===== src/rtl/mmu_seq_control.sv =====
// mmu_seq_control: tile sequencer for the systolic matrix unit.
// For each tile it loads weights, fires the input read wavefront and waits
// for the output drain handshake, then pulses done at the end of the job.
// Optional build macro SEQ_PERF_EN adds a saturating busy_cycles counter.
// Outputs are registered from next-state values so they line up with state.
module mmu_seq_control #(
  parameter int unsigned width_height = 16,
  parameter int unsigned tile_width   = 8,
  localparam int unsigned row_width   = $clog2(width_height)
) (
  input  logic                          clk,
  input  logic                          reset,
  input  logic                          start,
  input  logic [tile_width-1:0]         num_tiles,
  input  logic                          wr_done,
  output logic                          busy,
  output logic                          done,
  output logic                          weight_en,
  output logic [tile_width+row_width-1:0] weight_addr,
  output logic                          rd_active,
`ifdef SEQ_PERF_EN
  output logic [31:0]                   busy_cycles,
`endif
  output logic [tile_width-1:0]         tile_idx
);

  localparam int unsigned phase_width = $clog2(2 * width_height) + 1;
  localparam int unsigned addr_width  = tile_width + row_width;

  typedef enum logic [2:0] {
    IDLE,
    LOAD_W,
    COMPUTE,
    DRAIN,
    NEXT,
    DONE
  } state_t;

  state_t                  state, state_n;
  logic [phase_width-1:0]  phase, phase_n;
  logic [tile_width-1:0]   ntiles, ntiles_n;
  logic [tile_width-1:0]   tile_n;
  logic                    wr_latch, latch_n;
  logic                    busy_n, done_n, weight_en_n, rd_active_n;
  logic [addr_width-1:0]   weight_addr_n;

  // Next-state, counter and output decode.
  always_comb begin
    state_n  = state;
    phase_n  = phase;
    tile_n   = tile_idx;
    ntiles_n = ntiles;
    latch_n  = wr_latch;

    // A drain handshake that arrives before DRAIN is remembered.
    if (wr_done && (state != IDLE) && (state != DRAIN)) begin
      latch_n = 1'b1;
    end

    case (state)
      IDLE: begin
        if (start) begin
          ntiles_n = num_tiles;
          tile_n   = '0;
          phase_n  = '0;
          state_n  = (num_tiles != '0) ? LOAD_W : DONE;
        end
      end
      LOAD_W: begin
        if (phase == phase_width'(width_height - 1)) begin
          phase_n = '0;
          state_n = COMPUTE;
        end else begin
          phase_n = phase + phase_width'(1);
        end
      end
      COMPUTE: begin
        if (phase == phase_width'(2 * width_height - 1)) begin
          phase_n = '0;
          state_n = DRAIN;
        end else begin
          phase_n = phase + phase_width'(1);
        end
      end
      DRAIN: begin
        if (wr_done || wr_latch) begin
          latch_n = 1'b0;
          state_n = NEXT;
        end
      end
      NEXT: begin
        if (tile_idx == ntiles - tile_width'(1)) begin
          state_n = DONE;
        end else begin
          tile_n  = tile_idx + tile_width'(1);
          phase_n = '0;
          state_n = LOAD_W;
        end
      end
      DONE: begin
        state_n = IDLE;
      end
      default: begin
        state_n = IDLE;
      end
    endcase

    busy_n        = (state_n != IDLE);
    done_n        = (state_n == DONE);
    weight_en_n   = (state_n == LOAD_W);
    weight_addr_n = weight_en_n ? {tile_n, phase_n[row_width-1:0]} : '0;
    rd_active_n   = (state_n == COMPUTE) && (state != COMPUTE);
  end

  // State, counters and registered outputs.
  always_ff @(posedge clk) begin
    if (reset) begin
      state       <= IDLE;
      phase       <= '0;
      ntiles      <= '0;
      tile_idx    <= '0;
      wr_latch    <= 1'b0;
      busy        <= 1'b0;
      done        <= 1'b0;
      weight_en   <= 1'b0;
      weight_addr <= '0;
      rd_active   <= 1'b0;
    end else begin
      state       <= state_n;
      phase       <= phase_n;
      ntiles      <= ntiles_n;
      tile_idx    <= tile_n;
      wr_latch    <= latch_n;
      busy        <= busy_n;
      done        <= done_n;
      weight_en   <= weight_en_n;
      weight_addr <= weight_addr_n;
      rd_active   <= rd_active_n;
    end
  end

`ifdef SEQ_PERF_EN
  // Saturating count of busy cycles, restarted by each accepted start.
  always_ff @(posedge clk) begin
    if (reset) begin
      busy_cycles <= '0;
    end else if ((state == IDLE) && start) begin
      busy_cycles <= '0;
    end else if (busy && (busy_cycles != 32'hFFFF_FFFF)) begin
      busy_cycles <= busy_cycles + 32'd1;
    end
  end
`endif

endmodule


===== config.mk =====
export PLATFORM = sky130hd
export DESIGN_NAME = mmu_seq_control
export DESIGN_NICKNAME = d
export VERILOG_FILES = /design/src/rtl/mmu_seq_control.sv
export SDC_FILE = /design/constraint.sdc
export NUM_CORES = 1
export LEC_CHECK = 0
export ABC_AREA = 1
export CAP_MARGIN = 20
export CORE_MARGIN = 4
export CORE_UTILIZATION = 45
export DETAILED_ROUTE_END_ITERATION = 6
export GPL_TIMING_DRIVEN = 1
export PLACE_DENSITY = 0.69
export SLEW_MARGIN = 15
export SYNTH_ARGS = -nofsm -noshare
export SYNTH_HDL_FRONTEND = slang
export SYNTH_SLANG_ARGS = --single-unit
export TNS_END_PERCENT = 100

===== constraint.sdc =====
create_clock -name clk -period 2.2 [get_ports clk]
set_input_delay 0.33 -clock clk [delete_from_list [all_inputs] [get_ports clk]]
set_output_delay 0.33 -clock clk [all_outputs]
set_load 0.01 [all_outputs]

==> results by group <==
Clock tree
  – Latest clock arrival within the worst-skew pair: 300 ps
  – Sink Count: 42
  – Post-CTS Hold Buffers: 0
  – H-tree depth: 2
  – CTS max path bufs: 2
  – Reg clk slew, reported paths: 80 ps
  – CTS tree: done
  – Post-CTS sizing: 0
  – Setup bufs post-CTS: 0
  – Root Buffer: clkbuf_8
  – Total CTS buffers: 5

STA
  – Max-slew violations: 0
  – # setup viols final: 0
  – Final hold viol count: 0
  – Min cycle time layout: 1980 ps
  – Setup ws final: 219 ps
  – Least-Margin Pin Slew: 386 ps
  – Period Utilization, post-route: 90.0%
  – Maximum clock rate: approximately 0.50 GHz
  – Setup TNS: 0 ps
  – Setup Skew: ~3.7 ps
  – Slew Limit Headroom: between 70% and 80%
  – RSZ-0062 raised after global routing: false

Pwr
  – Switching power: ~0.47 mW
  – Cell Pwr Density: 594 nW/µm²
  – Peak VDD IR: 345 µV
  – Comb pwr share: ~18%
  – Power, Total: 1.61 mW
  – Sequential share of power: 49.9%
  – Leakage: 1.11 nW
  – P_int: 1.14 mW
  – Clock Power Share: 32.4%
  – Sw Ratio: 29.1%

Global routing
  – Remaining Overflow, GRT: 0
  – First-pass GRT wire length: 8730 µm
  – Largest net degree at the start of global routing: 19
  – Gr usage total: 18.2%
  – Vias in the first global route: around 2000
  – Initial antenna violation count: 0

Critical path
  – Critical Path AT: 2170 ps
  – Cell seen most often among critical-path stages: inv_2
  – CP Max Fanout: 13
  – CP required: 2390 ps
  – Worst setup path class: reg -> reg
  – CP Launch Type: register
  – CP endpoint kind: register
  – Reg2Reg Setup Slack: 220 ps
  – Crit path max-delay family: simple AND/OR/NAND/NOR gates
  – Slowest stage delay, CP: 380 ps
  – Worst path slowest cell: dfxtp_1
  – Crit-path cells: inv_2 -> ha_1 -> xor2_1 -> nand2_1 -> nor2_1 -> nand3_1 -> nor2_2 -> nand3_2 -> nand2_2 -> inv_2 -> nand2_4 -> a21oi_1
  – Buf/Inv on CP: 2

Drt
  – Initial DRC Count: 65
  – Drt pass-1 iters: 4
  – Wirelength per Cell: 12.4 µm
  – Residual DRC count: 0
  – Total Wirelength: 5040 µm
  – Vias per inst: around 5
  – Post-route ant nets: 0
  – Via Count: 2043

Synthesis
  – Largest family of logic cells by synthesized area: simple AND/OR/NAND/NOR gates
  – Simple-Gate Fraction of Synth Area: between 30% and 40%
  – Synth area leaders: dfxtp_1 (39%), nand2_1 (9.6%), nand3_1 (6.7%)
  – Mux contribution to synthesized area: 0%
  – Register area share after synthesis: 38.6%
  – Syn_area_per_cell: 7.32 µm²
  – XOR/XNOR share of the synthesized area: 5.62%
  – Synth cell types: 30
  – Synth Area in Compound Gates: between 10% and 20%
  – Syn. warnings: 0
  – Syn nets: approximately 310
  – Adder-cell share of the synthesized area: 1.72%
  – Synth top area share: 38.6%
  – Syn Inst Count: 298
  – Area leader, netlist: dfxtp_1
  – #FFs+latches synth: 42
  – Mapped cell area: 2180 µm²

Floorplan
  – DIE AREA: ~6000 µm²
  – # rows: 25
  – Chip Height: 77.6 µm
  – Initial core utilization: 46.2%
  – Die W: 77.6 µm
  – Top-Level Pins: 36
  – CORE AREA: around 4700 µm²

Min path
  – Hold crit path type: reg -> reg

Final layout
  – Fraction of layout cells with a size suffix above 1: 15.0%
  – Final net count: 355
  – Area Overhead vs Synth: 24.2%
  – Commonest non-fill, non-tap cell in the layout: nand2_1
  – Layout fillers: 465
  – Most frequent cells in the layout: nand2_1 (56), dfxtp_1 (42), clkdlybuf4s50_1 (35)
  – N_diodes: 0

Placement
  – Port Buffers: 35
  – Setup WS pre-CTS: 246 ps
  – Dpl hpwl: between 3000 and 4000 µm
  – Routability congestion estimate: 0.905

Run
  – Max-capacitance violation count: 0

Run status
  – Status: finished, final reports clean
## kinds of logic (layout without fill, tap and decap cells)
family,after synthesis,count (layout)
and+or+nand+nor,146,146
AOI/OAI and AO/OA,52,52
DFF,42,42
buffers and inverters,41,84
xor gates and xnor gates,14,14
adders and majority gates,3,3
## final timing paths
kind,startpoint,end,cells past startpoint
setup reg to reg,ntiles[0]$_SDFFE_PP0P_,weight_addr[2]$_SDFF_PP0_,12
setup / recovery,ntiles[0]$_SDFFE_PP0P_,weight_addr[2]$_SDFF_PP0_,12
hold reg to reg,phase[5]$_SDFFE_PP0P_,phase[5]$_SDFFE_PP0P_,2
hold / removal,phase[5]$_SDFFE_PP0P_,phase[5]$_SDFFE_PP0P_,2
## per-stage QoR
step	hold slack, ps	std cells	instance area [µm²]	util [%]
after CTS	502	408	2710	57.4
after floorplan	462	298	2180	-
after global placement	480	400	2610	55.3
after detailed placement	490	400	2610	55.3
after global routing	540	408	2710	57.4
final	500	408	2710	57.4
## cell type report
class	count	area (µm²)	area share, %
Clock buffer	6	82.6	3.05
Clock inverter	2	12.5	0.462
Inverter	37	139	5.13
Multi-Input combinational cell	215	1170	43.2
Sequential cell	42	841	31.0
Tap cell	67	83.8	3.09
Timing Repair Buffer	39	380	14.0
## power by group through the flow
| stage | clock (mW) | combinational (mW) | sequential, mW |
|---|---|---|---|
| after global routing | 0.565 | 0.322 | 0.804 |
| after CTS | 0.536 | 0.285 | 0.801 |
| final | 0.521 | 0.286 | 0.802 |
| after detailed placement | 0 | 0.284 | 0.819 |
| after global placement | 0 | 0.281 | 0.820 |
| after floorplan | 0 | 0.208 | 0.818 |
## layer usage
metal | wire [µm] | share of wire [%] | global-route usage [%] | vias up
met5 | 0 | 0 | 0 | -
li1 | - | - | - | 1072
met2 | 2490 | 49 | 30.2 | 39
met3 | 244 | 4.8 | 5.22 | 10
met1 | 2200 | 44 | 21.8 | 922
met4 | 105 | 2.1 | 8.01 | 0
## cell usage after synthesis
| cell | instances |
|---|---|
| nand2_1 | 56 |
| dfxtp_1 | 42 |
| nand3_1 | 29 |
| inv_1 | 28 |
| a21oi_1 | 27 |
| nor2_1 | 19 |
| xor2_1 | 11 |
| nor2_2 | 10 |
| o21ai_0 | 10 |
| inv_2 | 9 |
| a21oi_2 | 8 |
| nand4_1 | 8 |
| nor3_1 | 6 |
| nand2_2 | 5 |
| clkbuf_1 | 3 |
| ha_1 | 3 |
| nand3_2 | 3 |
| or2_1 | 3 |
| xnor2_1 | 3 |
| a211oi_1 | 2 |
| a31oi_1 | 2 |
| nand3b_1 | 2 |
| o21ai_1 | 2 |
| buf_12 | 1 |
| nand2_4 | 1 |
| nor2_4 | 1 |
| nor3_2 | 1 |
| nor4_1 | 1 |
| o211ai_1 | 1 |
| or2_2 | 1 |
## registers in the layout, summed over array words and instances, names as in the netlist
| name | count |
|---|---|
| weight_en | 1 |
| ntiles | 8 |
| tile_idx | 8 |
| phase | 6 |
| busy | 1 |
| weight_addr | 12 |
| wr_latch | 1 |
| done | 1 |
| state | 3 |
| rd_active | 1 |
## worst min-delay path: stages, from the launching register on
cell and delay (ps):
dfxtp_1 330, inv_1 70, a21oi_1 60
Power figures use the tool's default switching activity.
